==> config.mk <==
export PLATFORM = sky130hd
export DESIGN_NAME = ex_commit
export DESIGN_NICKNAME = d
export VERILOG_FILES = /design/src/rtl/ex_commit_pkg.sv /design/src/rtl/ex_commit_rr_arb.sv /design/src/rtl/ex_commit.sv
export SDC_FILE = /design/constraint.sdc
export NUM_CORES = 1
export LEC_CHECK = 0
export CAP_MARGIN = 20
export CORE_AREA = 2 2 186 151
export DETAILED_ROUTE_END_ITERATION = 10
export DIE_AREA = 0 0 188 153
export GPL_TIMING_DRIVEN = 0
export SYNTH_ARGS = -nofsm -noshare
export SYNTH_HDL_FRONTEND = slang
export SYNTH_SLANG_ARGS = --single-unit
==> constraint.sdc <==
create_clock -name clk -period 3.4 [get_ports clk]
set_clock_uncertainty 0.2 [all_clocks]
set_input_delay 0.68 -clock clk [delete_from_list [all_inputs] [get_ports clk]]
set_output_delay 0.68 -clock clk [all_outputs]
set_load 0.005 [all_outputs]
==> src/rtl/ex_commit_pkg.sv <==
// Shared CPU definitions used by the commit stage: unit indices, register-number
// and data widths, and the round-robin pointer advance helper.
package ex_commit_pkg;

  localparam int XLEN    = 64;
  localparam int RN_W    = 6;
  localparam int N_UNITS = 3;

  typedef enum logic [1:0] {
    UNIT_ALU = 2'd0,
    UNIT_MUL = 2'd1,
    UNIT_LSU = 2'd2
  } unit_e;

  // Pointer moves to the unit just after the one granted.
  function automatic unit_e next_ptr(input logic [N_UNITS-1:0] gnt, input unit_e cur);
    unit_e nxt;
    nxt = cur;
    if (gnt[UNIT_ALU]) nxt = UNIT_MUL;
    else if (gnt[UNIT_MUL]) nxt = UNIT_LSU;
    else if (gnt[UNIT_LSU]) nxt = UNIT_ALU;
    return nxt;
  endfunction

endpackage

==> src/rtl/ex_commit_rr_arb.sv <==
// Three-way round-robin arbiter: priority starts at i_ptr and rotates upward,
// producing a one-hot (or all-zero) grant combinationally.
module ex_commit_rr_arb
  import ex_commit_pkg::*;
(
  input  logic [N_UNITS-1:0] i_req,
  input  unit_e              i_ptr,
  output logic [N_UNITS-1:0] o_gnt
);

  always_comb begin
    o_gnt = '0;
    case (i_ptr)
      UNIT_MUL: begin
        if (i_req[1])      o_gnt = 3'b010;
        else if (i_req[2]) o_gnt = 3'b100;
        else if (i_req[0]) o_gnt = 3'b001;
      end
      UNIT_LSU: begin
        if (i_req[2])      o_gnt = 3'b100;
        else if (i_req[0]) o_gnt = 3'b001;
        else if (i_req[1]) o_gnt = 3'b010;
      end
      // Unused encoding 3 falls back to ALU-first ordering.
      default: begin
        if (i_req[0])      o_gnt = 3'b001;
        else if (i_req[1]) o_gnt = 3'b010;
        else if (i_req[2]) o_gnt = 3'b100;
      end
    endcase
  end

endmodule

==> src/rtl/ex_commit.sv <==
// Commit stage: picks one execution-unit result per cycle, registers it as the
// register-file write and scoreboard clear. Optional RAISIN64_COMMIT_FWD_EN adds bypass outputs.
module ex_commit
  import ex_commit_pkg::*;
#(
  parameter bit ZERO_DISCARD = 1'b1,
  parameter int CNT_W        = 64
) (
  input  logic             clk,
  input  logic             rst_n,
  input  logic [XLEN-1:0]  alu_out,
  input  logic [RN_W-1:0]  alu_rd_rn,
  input  logic             alu_valid,
  input  logic [XLEN-1:0]  mul_out,
  input  logic [RN_W-1:0]  mul_rd_rn,
  input  logic             mul_valid,
  input  logic [XLEN-1:0]  lsu_out,
  input  logic [RN_W-1:0]  lsu_rd_rn,
  input  logic             lsu_valid,
  output logic             alu_stall,
  output logic             mul_stall,
  output logic             lsu_stall,
  output logic             rf_we,
  output logic [RN_W-1:0]  rf_wa,
  output logic [XLEN-1:0]  rf_wd,
  output logic             sb_clr,
  output logic [RN_W-1:0]  sb_clr_rn,
`ifdef RAISIN64_COMMIT_FWD_EN
  output logic             fwd_valid,
  output logic [RN_W-1:0]  fwd_rn,
  output logic [XLEN-1:0]  fwd_data,
`endif
  output logic [CNT_W-1:0] retired
);

  logic [N_UNITS-1:0] w_req;
  logic [N_UNITS-1:0] w_gnt;
  logic               w_vld_p0;
  logic [RN_W-1:0]    w_rn_p0;
  logic [XLEN-1:0]    w_data_p0;

  unit_e              r_ptr;
  logic               r_we_p1;
  logic [RN_W-1:0]    r_wa_p1;
  logic [XLEN-1:0]    r_wd_p1;
  logic               r_clr_p1;
  logic [RN_W-1:0]    r_clr_rn_p1;
  logic [CNT_W-1:0]   r_retired;

  assign w_req = {lsu_valid, mul_valid, alu_valid};

  ex_commit_rr_arb u_arb (
    .i_req (w_req),
    .i_ptr (r_ptr),
    .o_gnt (w_gnt)
  );

  // p0: grant select (combinational)
  always_comb begin
    w_vld_p0  = 1'b0;
    w_rn_p0   = '0;
    w_data_p0 = '0;
    if (w_gnt[UNIT_ALU]) begin
      w_vld_p0  = 1'b1;
      w_rn_p0   = alu_rd_rn;
      w_data_p0 = alu_out;
    end else if (w_gnt[UNIT_MUL]) begin
      w_vld_p0  = 1'b1;
      w_rn_p0   = mul_rd_rn;
      w_data_p0 = mul_out;
    end else if (w_gnt[UNIT_LSU]) begin
      w_vld_p0  = 1'b1;
      w_rn_p0   = lsu_rd_rn;
      w_data_p0 = lsu_out;
    end
  end

  assign alu_stall = alu_valid & ~w_gnt[UNIT_ALU];
  assign mul_stall = mul_valid & ~w_gnt[UNIT_MUL];
  assign lsu_stall = lsu_valid & ~w_gnt[UNIT_LSU];

  // p1: registered write, scoreboard clear and retire count
  always_ff @(posedge clk or negedge rst_n) begin
    if (!rst_n) begin
      r_ptr       <= UNIT_ALU;
      r_we_p1     <= 1'b0;
      r_wa_p1     <= '0;
      r_wd_p1     <= '0;
      r_clr_p1    <= 1'b0;
      r_clr_rn_p1 <= '0;
      r_retired   <= '0;
    end else begin
      // An r0 destination still retires and clears the scoreboard, but never writes.
      r_we_p1  <= w_vld_p0 && !(ZERO_DISCARD && (w_rn_p0 == '0));
      r_clr_p1 <= w_vld_p0;
      if (w_vld_p0) begin
        r_ptr       <= next_ptr(w_gnt, r_ptr);
        r_wa_p1     <= w_rn_p0;
        r_wd_p1     <= w_data_p0;
        r_clr_rn_p1 <= w_rn_p0;
        r_retired   <= r_retired + CNT_W'(1);
      end
    end
  end

  assign rf_we     = r_we_p1;
  assign rf_wa     = r_wa_p1;
  assign rf_wd     = r_wd_p1;
  assign sb_clr    = r_clr_p1;
  assign sb_clr_rn = r_clr_rn_p1;
  assign retired   = r_retired;

`ifdef RAISIN64_COMMIT_FWD_EN
  assign fwd_valid = w_vld_p0;
  assign fwd_rn    = w_rn_p0;
  assign fwd_data  = w_data_p0;
`endif

endmodule

After elaboration in Yosys (flattened, before gate mapping). Cells that the tools add are included.

Bits in registers: 138. Input bits: 215. Output and inout port bits: 145.

Add/subtract/negate cells: 1. Eq/ne operators: 2. Mux-type cells: 22. Bitwise gates (word level): 6. Reductions and logical operators: 5.

Operator list (count): 64-bit 2-to-1 mux (3); 64-bit by 1-bit adder with 64-bit output (second input constant) (1); 3-bit 2-to-1 mux (7); 6-bit 2-to-1 mux (3); 2-bit 2-to-1 mux (4); 6-bit logical NOT (1); 3-bit case mux with 2 select lines (1); 1-bit 2-to-1 mux (4); 1-bit bitwise AND (3); 1-bit NOT (3); 3-bit nonzero test (1); 2-bit by 1-bit == test with 1-bit output (second input constant) (1); 2-bit == test (second input constant) (1); 2-bit AND reduction (1); 1-bit logical AND (1); 1-bit logical NOT (1).

Depth between registers and ports, before layout. Gate-level depths: netlist of the first run.

Word-level depth: 10. Mapped depth: 11. Mapped depth without buffers: 9.

Cells and area by module. Synthesis of the first run repeated with hierarchy kept, for this count alone.

Cell total of the unflattened synthesis: 640. Area total of the unflattened synthesis: 6583.8 um^2.

Modules (own cells, without submodules): ex_commit (times used 1, cells an instance 623, area an instance 6463.7 um^2, seq. area each 3453.3 um^2); ex_commit_rr_arb (times used 1, cells an instance 17, area an instance 120.1 um^2, seq. area each 0.0 um^2).

Worst setup path after synthesis of the first run. Ideal clock, no wire load.

Path kind: register -> register. Start point: reg r_ptr[0]. End point: reg r_wd_p1[30], in the netlist rf_wd[30]. Setup time: 0.067 ns. Arrival: 2.122 ns. Data required time: 3.133 ns. Setup slack: 1.011 ns. Cell stages (with the launch flop): 11. Path buffers: 3. Clock period less this slack: 2.389 ns. Path through: dfrtp_1 -> inv_1 -> ha_1 -> buf_2 -> inv_1 -> a21o_1 -> a21oi_1 -> buf_2 -> buf_1 -> a22oi_1 -> nand2_1.

Word-level cells in the longest chain between the ends: 5.

Ends and longest elaborated chain: from (decl) (RTL line ex_commit.sv:42) `unit_e r_ptr;`; from (signal assigned) (RTL line ex_commit.sv:97) `r_ptr <= next_ptr(w_gnt, r_ptr);`; 2-bit == test / 2-bit by 1-bit == test with 1-bit output (equally long branches) (RTL line ex_commit_rr_arb.sv:13) `case (i_ptr)`; 3-bit case mux with 2 select lines * (RTL line ex_commit_rr_arb.sv:13); 64-bit 2-to-1 mux / 1-bit 2-to-1 mux (equally long branches) (RTL line ex_commit.sv:71) `end else if (w_gnt[UNIT_LSU]) begin`; 64-bit 2-to-1 mux / 1-bit 2-to-1 mux (equally long branches) (RTL line ex_commit.sv:67) `end else if (w_gnt[UNIT_MUL]) begin`; 64-bit 2-to-1 mux / 1-bit 2-to-1 mux (equally long branches) (RTL line ex_commit.sv:63) `if (w_gnt[UNIT_ALU]) begin`; to (signal assigned) (RTL line ex_commit.sv:99) `r_wd_p1 <= w_data_p0;`; to (decl) (RTL line ex_commit.sv:45) `logic [XLEN-1:0] r_wd_p1;`.

Every way passes the cells marked *; elsewhere a longest branch is shown, timed or not. A chain may end at the register's enable or synchronous reset.

Worst setup path after layout of the first run.
Start point: in lsu_valid. End point: reg r_wd_p1[44], in the netlist rf_wd[44].

Word-level cells in the longest chain between the ends: 7.

Ends and longest elaborated chain: from (decl) (RTL line ex_commit.sv:19) `input logic lsu_valid,`; 3-bit 2-to-1 mux (RTL line ex_commit_rr_arb.sv:28) `else if (i_req[2]) o_gnt = 3'b100;`; 3-bit 2-to-1 mux (RTL line ex_commit_rr_arb.sv:27) `else if (i_req[1]) o_gnt = 3'b010;`; 3-bit 2-to-1 mux (RTL line ex_commit_rr_arb.sv:26) `if (i_req[0]) o_gnt = 3'b001;`; 3-bit case mux with 2 select lines * (RTL line ex_commit_rr_arb.sv:13); 64-bit 2-to-1 mux / 1-bit 2-to-1 mux (equally long branches) (RTL line ex_commit.sv:71); 64-bit 2-to-1 mux / 1-bit 2-to-1 mux (equally long branches) (RTL line ex_commit.sv:67); 64-bit 2-to-1 mux / 1-bit 2-to-1 mux (equally long branches) (RTL line ex_commit.sv:63).

Marked as above.

==> results.cfg, run 1 <==
[synthesis]
synth_xor_area_share_pct = 8.31
synth_ff_type = dfrtp_1
netlist.area_leader.share_pct = 52.0
async_reset_ff_share_pct = 100
synth_area_leader_cell = dfrtp_1
synthCells = 652
syn-cell-area_um2 = 6640
syn-num-nets = 870
yosys_warnings = 0
synth_compound_area_share_pct = 18.1
ys_seq_elements = 138
synth_edf_count = 0
syn_avg_cell_area_um2 = 10.2
synth.distinct_cells = 46
synth_top_family_by_area = compound AO/OA/AOI/OAI gates
yosysSeqAreaShare_pct = 52.0
synthAdderAreaFrac_pct = 0.565
synthTopCellsByCount = dfrtp_1, a22oi_1, nand2_1, nor2_1, xnor2_1
yosysMostFrequentCell = dfrtp_1
synth_area_leaders = dfrtp_1, a22oi_1, xnor2_1, nand2_1, xor2_1
synthMuxAreaShare_pct = 0
synth-simple-area-share_pct = 17.1

[grt]
grt_pass1_vias = 6694
gr-usage-met2_pct = 28.6
met1_usage_pct = 23.0
met3_usage_pct = 4.48
track_usage_pct = 17.5
antenna_found_initial = 0
grt_max_degree = 82
grt_pass1_wl_um = 39100
gr-max-usage-layer = met2
grt.overflow.total = 0

[pwr]
pwr-share-clk_pct = 25.0
swShare_pct = 36.1
internal_power_w = 0.00528
p_seq_share_pct = 30.1
power_frac_comb_pct = 44.9
power.switching_w = 0.00298
powerDensity_nw_per_um2 = 725
ir_drop_mv = 0.299
cellLeakagePower_nw = 4.78

[final_layout]
nets = 1249
syn2layout_area_growth_pct = 71.4
final_util_pct = 42.2
diodes = 0
design_area_um2 = 11400
drive_gt1_share_pct = 6.90

[critical_path]
endpoint_kind = flop
critPathLaunchType = primary input
critPathKind = primary input to flop
crit_fanout = 19
required_ns = 3.55
arrival_ns = 3.42

[detailed_routing]
drcViolationCount = 0
drtIter0Drc = 393
via_per_inst = 4.63
first_pass_iters = 5
num_vias = 6515
final_antenna_net_count = 0
wirelength_um = 25200
routedWlPerCell_um = 17.9

[sta]
setup_viol = 0
tightest_slew_ns = 0.843
max_slew_margin_pct = 43.8
period_share_pct = 96.1
rsz0062_at_grt = false
slew_viol_final = 0
period_needed_ns = 3.27
max_freq_mhz = 306
final_hold_viol_count = 0

[clock_network]
cts_made_buffers = 17
clk_latency_ns = 0.41
clkTransAtPathRegs_ns = 0.06
numClockSinks = 138
cts_tree = built
root_buffer = clkbuf_16
hold_buffers = 0
cts_max_level = 4
clockBufferDepth = 2

[place]
place_hpwl_um = 19500
port-buffer-count = 359
placed_cell_area_um2 = 10700
gp_congestion = 0.852

[die]
rows = 54
fp.dieH_um = 153
die-area_um2 = 28800
ioPinCount = 360
die-width_um = 188
coreArea_um2 = 27000
initial_core_util_pct = 24.6

[min_path]
hold_class = primary input to asynchronous set/reset pin

[job]
drv_cap = 0

[status]
status = completed
==> cell usage in the layout (no fill, tap or decap), drive strengths merged, types with 19 or more instances in the layout <==
cell and instances:
nand3 21, nand2 80, xor2 27, buf 19, clkbuf 40, nand4 19, clkdlybuf4s50 357, nor2 51
o21ai 26, xnor2 36, a22oi 105, a21oi 25, inv 24, dfrtp 138
==> state kept, by name, summed over array words and instances (netlist names) <==
register,cells
rf_wd,64
r_ptr,2
sb_clr,1
retired,64
sb_clr_rn,6
rf_we,1
==> critical path, cell delays in order <==
cell and delay (ns):
clkdlybuf4s50_1 0.53, nand2b_1 0.22, a21o_1 0.19, a21oi_1 0.67
buf_2 0.57, buf_2 0.35, a22oi_1 0.10, nand2_1 0.09
==> metrics by stage <==
| stage | cells | setup WS (ns) | power [W] | hold WS [ns] | setup TNS (ns) |
|---|---|---|---|---|---|
| 2_1_floorplan | 652 | 1.01 | 0.00416 | 0.184 | 0 |
| 3_3_place_gp | 1375 | -4.58 | 0.00619 | 0.259 | -636.38 |
| 3_5_place_dp | 1376 | -0.486 | 0.00625 | 0.265 | -7.61 |
| 4_1_cts | 1407 | 0.0267 | 0.00837 | 0.0400 | 0 |
| 5_1_grt | 1408 | 0.00484 | 0.00883 | 0.0571 | 0 |
| 6_report | 1408 | 0.133 | 0.00826 | 0.0323 | 0 |
==> power by group through the flow <==
stage,sequential (W),clock [W],combinational (W)
floorplan,0.00250,0,0.00166
global placement,0.00250,0,0.00370
detailed placement,0.00251,0,0.00374
CTS,0.00249,0.00213,0.00375
global route,0.00255,0.00220,0.00407
finish,0.00249,0.00206,0.00371
==> repair_timing <==
item                       4_1_cts  5_1_grt
resized for setup                5        2
setup buffers                    0        1
pin swaps                        0        1
setup endpoints to repair       11        4
==> logic make-up after synthesis <==
| family | Yosys count |
|---|---|
| AOI/OAI and AO/OA | 172 |
| xor gates and xnor gates | 63 |
| adders and majority gates | 3 |
| buffers and inverters | 58 |
| DFF | 138 |
| and+or+nand+nor | 218 |
==> routing by layer <==
layer | vias to the layer above | routed length [um]
met5 | - | 0
met4 | 0 | 420
met3 | 22 | 1700
met2 | 246 | 11800
met1 | 3148 | 11300
li1 | 3099 | -
==> final timing paths <==
kind,from,to,slack (ns),cells past startpoint
min,rst_n,retired[34],0.03,1
max,lsu_valid,rf_wd[44],0.13,8
min reg2reg,retired[63],retired[63],0.27,1
max reg2reg,r_ptr[0],rf_wd[44],0.16,10
min in group clk,retired[63],retired[63],0.27,1
max in group asynchronous,rst_n,rf_wd[15],2.13,2
==> final cells by class <==
class	instances	area, um^2
clock inverter	14	208
multi-input combinational	456	2930
buffer	40	209
inverter	17	63.8
timing repair buffer	361	3630
fill	2633	15600
tap	364	455
clock buffer	18	439
sequential	138	3450
Note: power is estimated with default switching activity, not from simulation.
==> run 2: changes to the inputs <==
SETUP_SLACK_MARGIN = 0.3   (was unset)
==> run 2 against run 1 <==
  * Fmax is 9.3% higher
  * Routed wire length about the same
  * Power about the same
  * Count of clock-buffer cells in the layout did not move
  * Register-to-register slack better by 0.32 ns
  * Design area hardly changed
  * Sequential power about the same
  * Sequential share of layout area about the same
  * Worst hold slack lost 0.00055 ns
  * Largest power group unchanged
==> results.cfg, run 2 (synthesis gave the netlist of run 1 again) <==
[critical_path]
r2r_slack_ns = 0.48
slowest_delay_ns = 0.52
rr_worst_depth = 10
crit_end = alu_stall
cpMostUsedCell = inv_1
worstReg2RegEnd = rf_wd[20]
cp-startpoint = r_ptr[0]
required_ns = 2.52
r2r_start = r_ptr[0]
critPathKind = flop to output pin
critPathLaunchType = flop
cp_slowest_cell = clkdlybuf4s50_1
path_cells = inv_1 -> ha_1 -> buf_2 -> inv_1 -> and3_1 -> clkdlybuf4s50_1
crit_fanout = 9
arrival_ns = 2.11
endpoint_kind = output pin

[pwr]
pwr-share-clk_pct = 24.9
powerDensity_nw_per_um2 = 725
cellLeakagePower_nw = 4.80
power.switching_w = 0.00298
power_frac_comb_pct = 45.0
internal_power_w = 0.00528
p_seq_share_pct = 30.1
ir_drop_mv = 0.299
swShare_pct = 36.0

[grt]
track_usage_pct = 17.5
met1_usage_pct = 23.2
antenna_found_initial = 0
grt_pass1_wl_um = 39200
gr-usage-met2_pct = 28.4
grt_pass1_vias = 6700
gr-max-usage-layer = met2
met3_usage_pct = 4.48
grt_max_degree = 82
grt.overflow.total = 0

[detailed_routing]
routedWlPerCell_um = 17.9
drtIter0Drc = 355
drcViolationCount = 0
wirelength_um = 25200
final_antenna_net_count = 0
via_per_inst = 4.61
num_vias = 6501
first_pass_iters = 5

[clock_network]
cts_made_buffers = 17
hold_buffers = 0
numClockSinks = 138
cts_max_level = 4
clkTransAtPathRegs_ns = 0.06
root_buffer = clkbuf_16
clockBufferDepth = 2
clk_latency_ns = 0.41
cts_tree = built

[place]
place_hpwl_um = 19500
placed_cell_area_um2 = 10700
gp_congestion = 0.852
port-buffer-count = 359

[job]
drv_cap = 0

[sta]
rsz0062_at_grt = true
period_needed_ns = 2.99
period_share_pct = 87.9
setup_viol = 0
slew_viol_final = 0
final_hold_viol_count = 0
max_slew_margin_pct = 47.5
max_freq_mhz = 335
tightest_slew_ns = 0.788

[final_layout]
drive_gt1_share_pct = 7.46
design_area_um2 = 11400
final_util_pct = 42.3
filler_cell_count = 2630
diodes = 0
final_common_cell = clkdlybuf4s50_1
syn2layout_area_growth_pct = 71.6
nets = 1250
final_cell_mix = clkdlybuf4s50_1, dfrtp_1, a22oi_1

[status]
status = completed

[die]
die-width_um = 188
fp.dieH_um = 153
ioPinCount = 360
coreArea_um2 = 27000
die-area_um2 = 28800
initial_core_util_pct = 24.6
rows = 54

[min_path]
hold_class = primary input to asynchronous set/reset pin
[run 2: through the flow]
| stage | TNS [ns] | power [W] | hold slack, ns | setup WS (ns) | std cells |
|---|---|---|---|---|---|
| floorplan | 0 | 0.00416 | 0.184 | 1.01 | 652 |
| CTS | 0 | 0.00837 | 0.0400 | 0.283 | 1408 |
| global route | 0 | 0.00884 | 0.0571 | 0.295 | 1409 |
| finish | 0 | 0.00826 | 0.0318 | 0.411 | 1409 |
| global placement | -636.38 | 0.00619 | 0.259 | -4.58 | 1375 |
| detailed placement | -7.61 | 0.00625 | 0.265 | -0.486 | 1376 |
[run 2: worst max-delay path: cells and delay by family (launching register included)]
family,cells,cell delay (ns)
simple gates,1,0.16
flops,1,0.39
fa+ha+maj,1,0.28
buf+inv,4,0.87
[run 2: final cells by class]
class                   count  area, um^2  area share [%]
clock inverters            14         208            1.82
repair buffers            361        3630            31.8
plain buffers              41         218            1.91
clock buffers              18         439            3.85
multi-input cells         456        2930            25.7
well taps                 364         455            4.00
inverters                  17        63.8           0.560
flip-flops and latches    138        3450            30.3
[run 2: timing repair]
item / CTS / global route
pin swaps: 0 / 1
setup buffers: 0 / 1
endpoints found under the setup margin: 22 / 50
resized for setup: 11 / 7
[run 2: how the worst min path moves through the flow]
stage | slack [ns] | to | cells past startpoint | from
after global routing | 0.06 | retired[34] | 1 | rst_n
final | 0.03 | retired[34] | 1 | rst_n
after CTS | 0.04 | retired[34] | 1 | rst_n
after floorplan | 0.18 | r_ptr[0] | 0 | rst_n
after global placement | 0.26 | retired[63] | 1 | retired[63]
after detailed placement | 0.26 | retired[63] | 1 | retired[63]
[run 2: power by group through the flow]
stage / clock, W / combinational (W) / sequential, W
4_1_cts: 0.00213 / 0.00376 / 0.00249
2_1_floorplan: 0 / 0.00166 / 0.00250
6_report: 0.00206 / 0.00372 / 0.00249
3_5_place_dp: 0 / 0.00374 / 0.00251
3_3_place_gp: 0 / 0.00370 / 0.00250
5_1_grt: 0.00220 / 0.00408 / 0.00255
[run 2: routing by layer]
layer	wire, um	part of all wire (%)	vias to the layer above
met5	0	0	-
met2	11700	47	229
met4	420	1.7	0
met1	11400	45	3149
met3	1650	6.5	22
li1	-	-	3101
==> run 3: changes to the inputs <==
CTS_CLUSTER_DIAMETER = 40   (was unset)
GPL_ROUTABILITY_DRIVEN = 1   (was unset)
REMOVE_ABC_BUFFERS = 1   (was unset)
==> run 3 against run 2 <==
  * Highest routed layer unchanged
  * Clock power shrank 3%
  * Largest power group unchanged
  * Worst hold slack worse by 0.0027 ns
  * Die area stayed put
  * Final cell count fell by 1.8%
  * Critical path depth decreased by 1
  * Core utilization up 0.25 points
  * Sequential share of layout area is 0.18 points lower
  * Routed wire length grew 3.3%
  * Combinational power rose by 7.5%
  * Register-to-register slack better by 0.13 ns
==> results.cfg, run 3 (synthesis gave the netlist of run 1 again) <==
[final_layout]
design_area_um2 = 11500
filler_cell_count = 2640
final_common_cell = clkdlybuf4s50_1
final_cell_count_no_fill = 1384
drive_gt1_share_pct = 7.94
final_cell_mix = clkdlybuf4s50_1, dfrtp_1, a22oi_1
diodes = 0
nets = 1225
syn2layout_area_growth_pct = 72.6

[grt]
antenna_found_initial = 0
track_usage_pct = 18.2
grt.overflow.total = 0
grt_max_degree = 82
grt_pass1_wl_um = 40300
grt_pass1_vias = 6765

[clock_network]
root_buffer = clkbuf_16
clk_latency_ns = 0.42
numClockSinks = 138
cts_max_level = 4
cts_tree = built
cts_made_buffers = 17
clockBufferDepth = 2
hold_buffers = 0
clkTransAtPathRegs_ns = 0.06

[die]
rows = 54
ioPinCount = 360
die-width_um = 188
coreArea_um2 = 27000
initial_core_util_pct = 24.6
die-area_um2 = 28800
fp.dieH_um = 153

[sta]
slew_viol_final = 0
rsz0062_at_grt = false
fin_setup_tns_ns = 0
max_freq_mhz = 343
max_slew_margin_pct = 34.6
setup_viol = 0
fin_hold_ws_ns = 0.0291
period_share_pct = 85.7
tightest_slew_ns = 0.979
final_hold_viol_count = 0
period_needed_ns = 2.91

[critical_path]
required_ns = 2.52
critPathKind = flop to output pin
path_cells = ha_2 -> nor2b_1 -> o21ai_0 -> and3_1 -> clkdlybuf4s50_1
endpoint_kind = output pin
arrival_ns = 2.03
r2r_slack_ns = 0.61
r2r_start = r_ptr[1]
rr_worst_depth = 7
critPathLaunchType = flop
slowest_delay_ns = 0.50
worstReg2RegEnd = rf_we
crit_fanout = 6
cp_slowest_cell = clkdlybuf4s50_1

[place]
placed_cell_area_um2 = 10700
place_hpwl_um = 19700
gp_congestion = 0.840
placedCellCount = 1343
port-buffer-count = 359

[detailed_routing]
first_pass_iters = 5
routedWlPerCell_um = 18.8
via_per_inst = 4.70
drtIter0Drc = 246
num_vias = 6499
drcViolationCount = 0
final_antenna_net_count = 0
wirelength_um = 26000

[pwr]
powerDensity_nw_per_um2 = 741
ir_drop_mv = 0.345
cellLeakagePower_nw = 4.80
power_w = 0.00850

[job]
drv_cap = 0

[min_path]
hold_class = primary input to asynchronous set/reset pin

[status]
status = completed
==> run 3: metrics by stage <==
stage	worst slack, ns	util [%]
2_1_floorplan	-1.30	-
3_3_place_gp	-4.82	38.9
3_5_place_dp	-0.373	39.9
4_1_cts	0.259	42.3
5_1_grt	0.358	42.5
6_report	0.486	42.5
==> run 3: power breakdown <==
group / internal (W) / total (W) / switching (W)
Clock: 0.00125 / 0.00200 / 0.000751
Combinational: 0.00212 / 0.00400 / 0.00188
Sequential: 0.00214 / 0.00249 / 0.000349
Total: 0.00552 / 0.00850 / 0.00298
==> run 3: metal layers <==
| metal | GRT usage, % | vias to the layer above | part of all wire (%) |
|---|---|---|---|
| met5 | 0 | - | 0 |
| met4 | 6.19 | 0 | 2.2 |
| met3 | 4.52 | 36 | 5.3 |
| met2 | 29.6 | 196 | 48 |
| met1 | 23.7 | 3217 | 45 |
| li1 | - | 3050 | - |
==> run 3: worst max-delay path by stage <==
stage	from	end	slack (ns)
floorplan	r_ptr[0]	rf_we	-1.30
global placement	lsu_valid	rf_we	-4.82
detailed placement	lsu_valid	retired[46]	-0.37
CTS	r_ptr[0]	lsu_stall	0.26
global route	r_ptr[0]	alu_stall	0.36
finish	r_ptr[0]	alu_stall	0.49
==> run 3: timing repair <==
item                       CTS  global route
setup buffers                2             7
pin swaps                    1             5
setup endpoints to repair   22            22
gates resized for setup      9             6
==> run 3: critical path, delay by kind of cell, from the launching register on <==
kind | cells | cell delay (ns)
flops | 1 | 0.40
buf+inv | 1 | 0.50
fa+ha+maj | 1 | 0.23
simple gates | 2 | 0.32
compound gates | 1 | 0.16
==> run 3: cell type report <==
class                   instances  area [um^2]  share of cell area (%)
clock buffers                  21          450                    3.93
clock inverters                11          170                    1.48
inverters                      17         67.6                   0.589
multi-input cells             456         2990                    26.1
flip-flops and latches        138         3450                    30.1
well taps                     364          455                    3.97
repair buffers                377         3880                    33.8
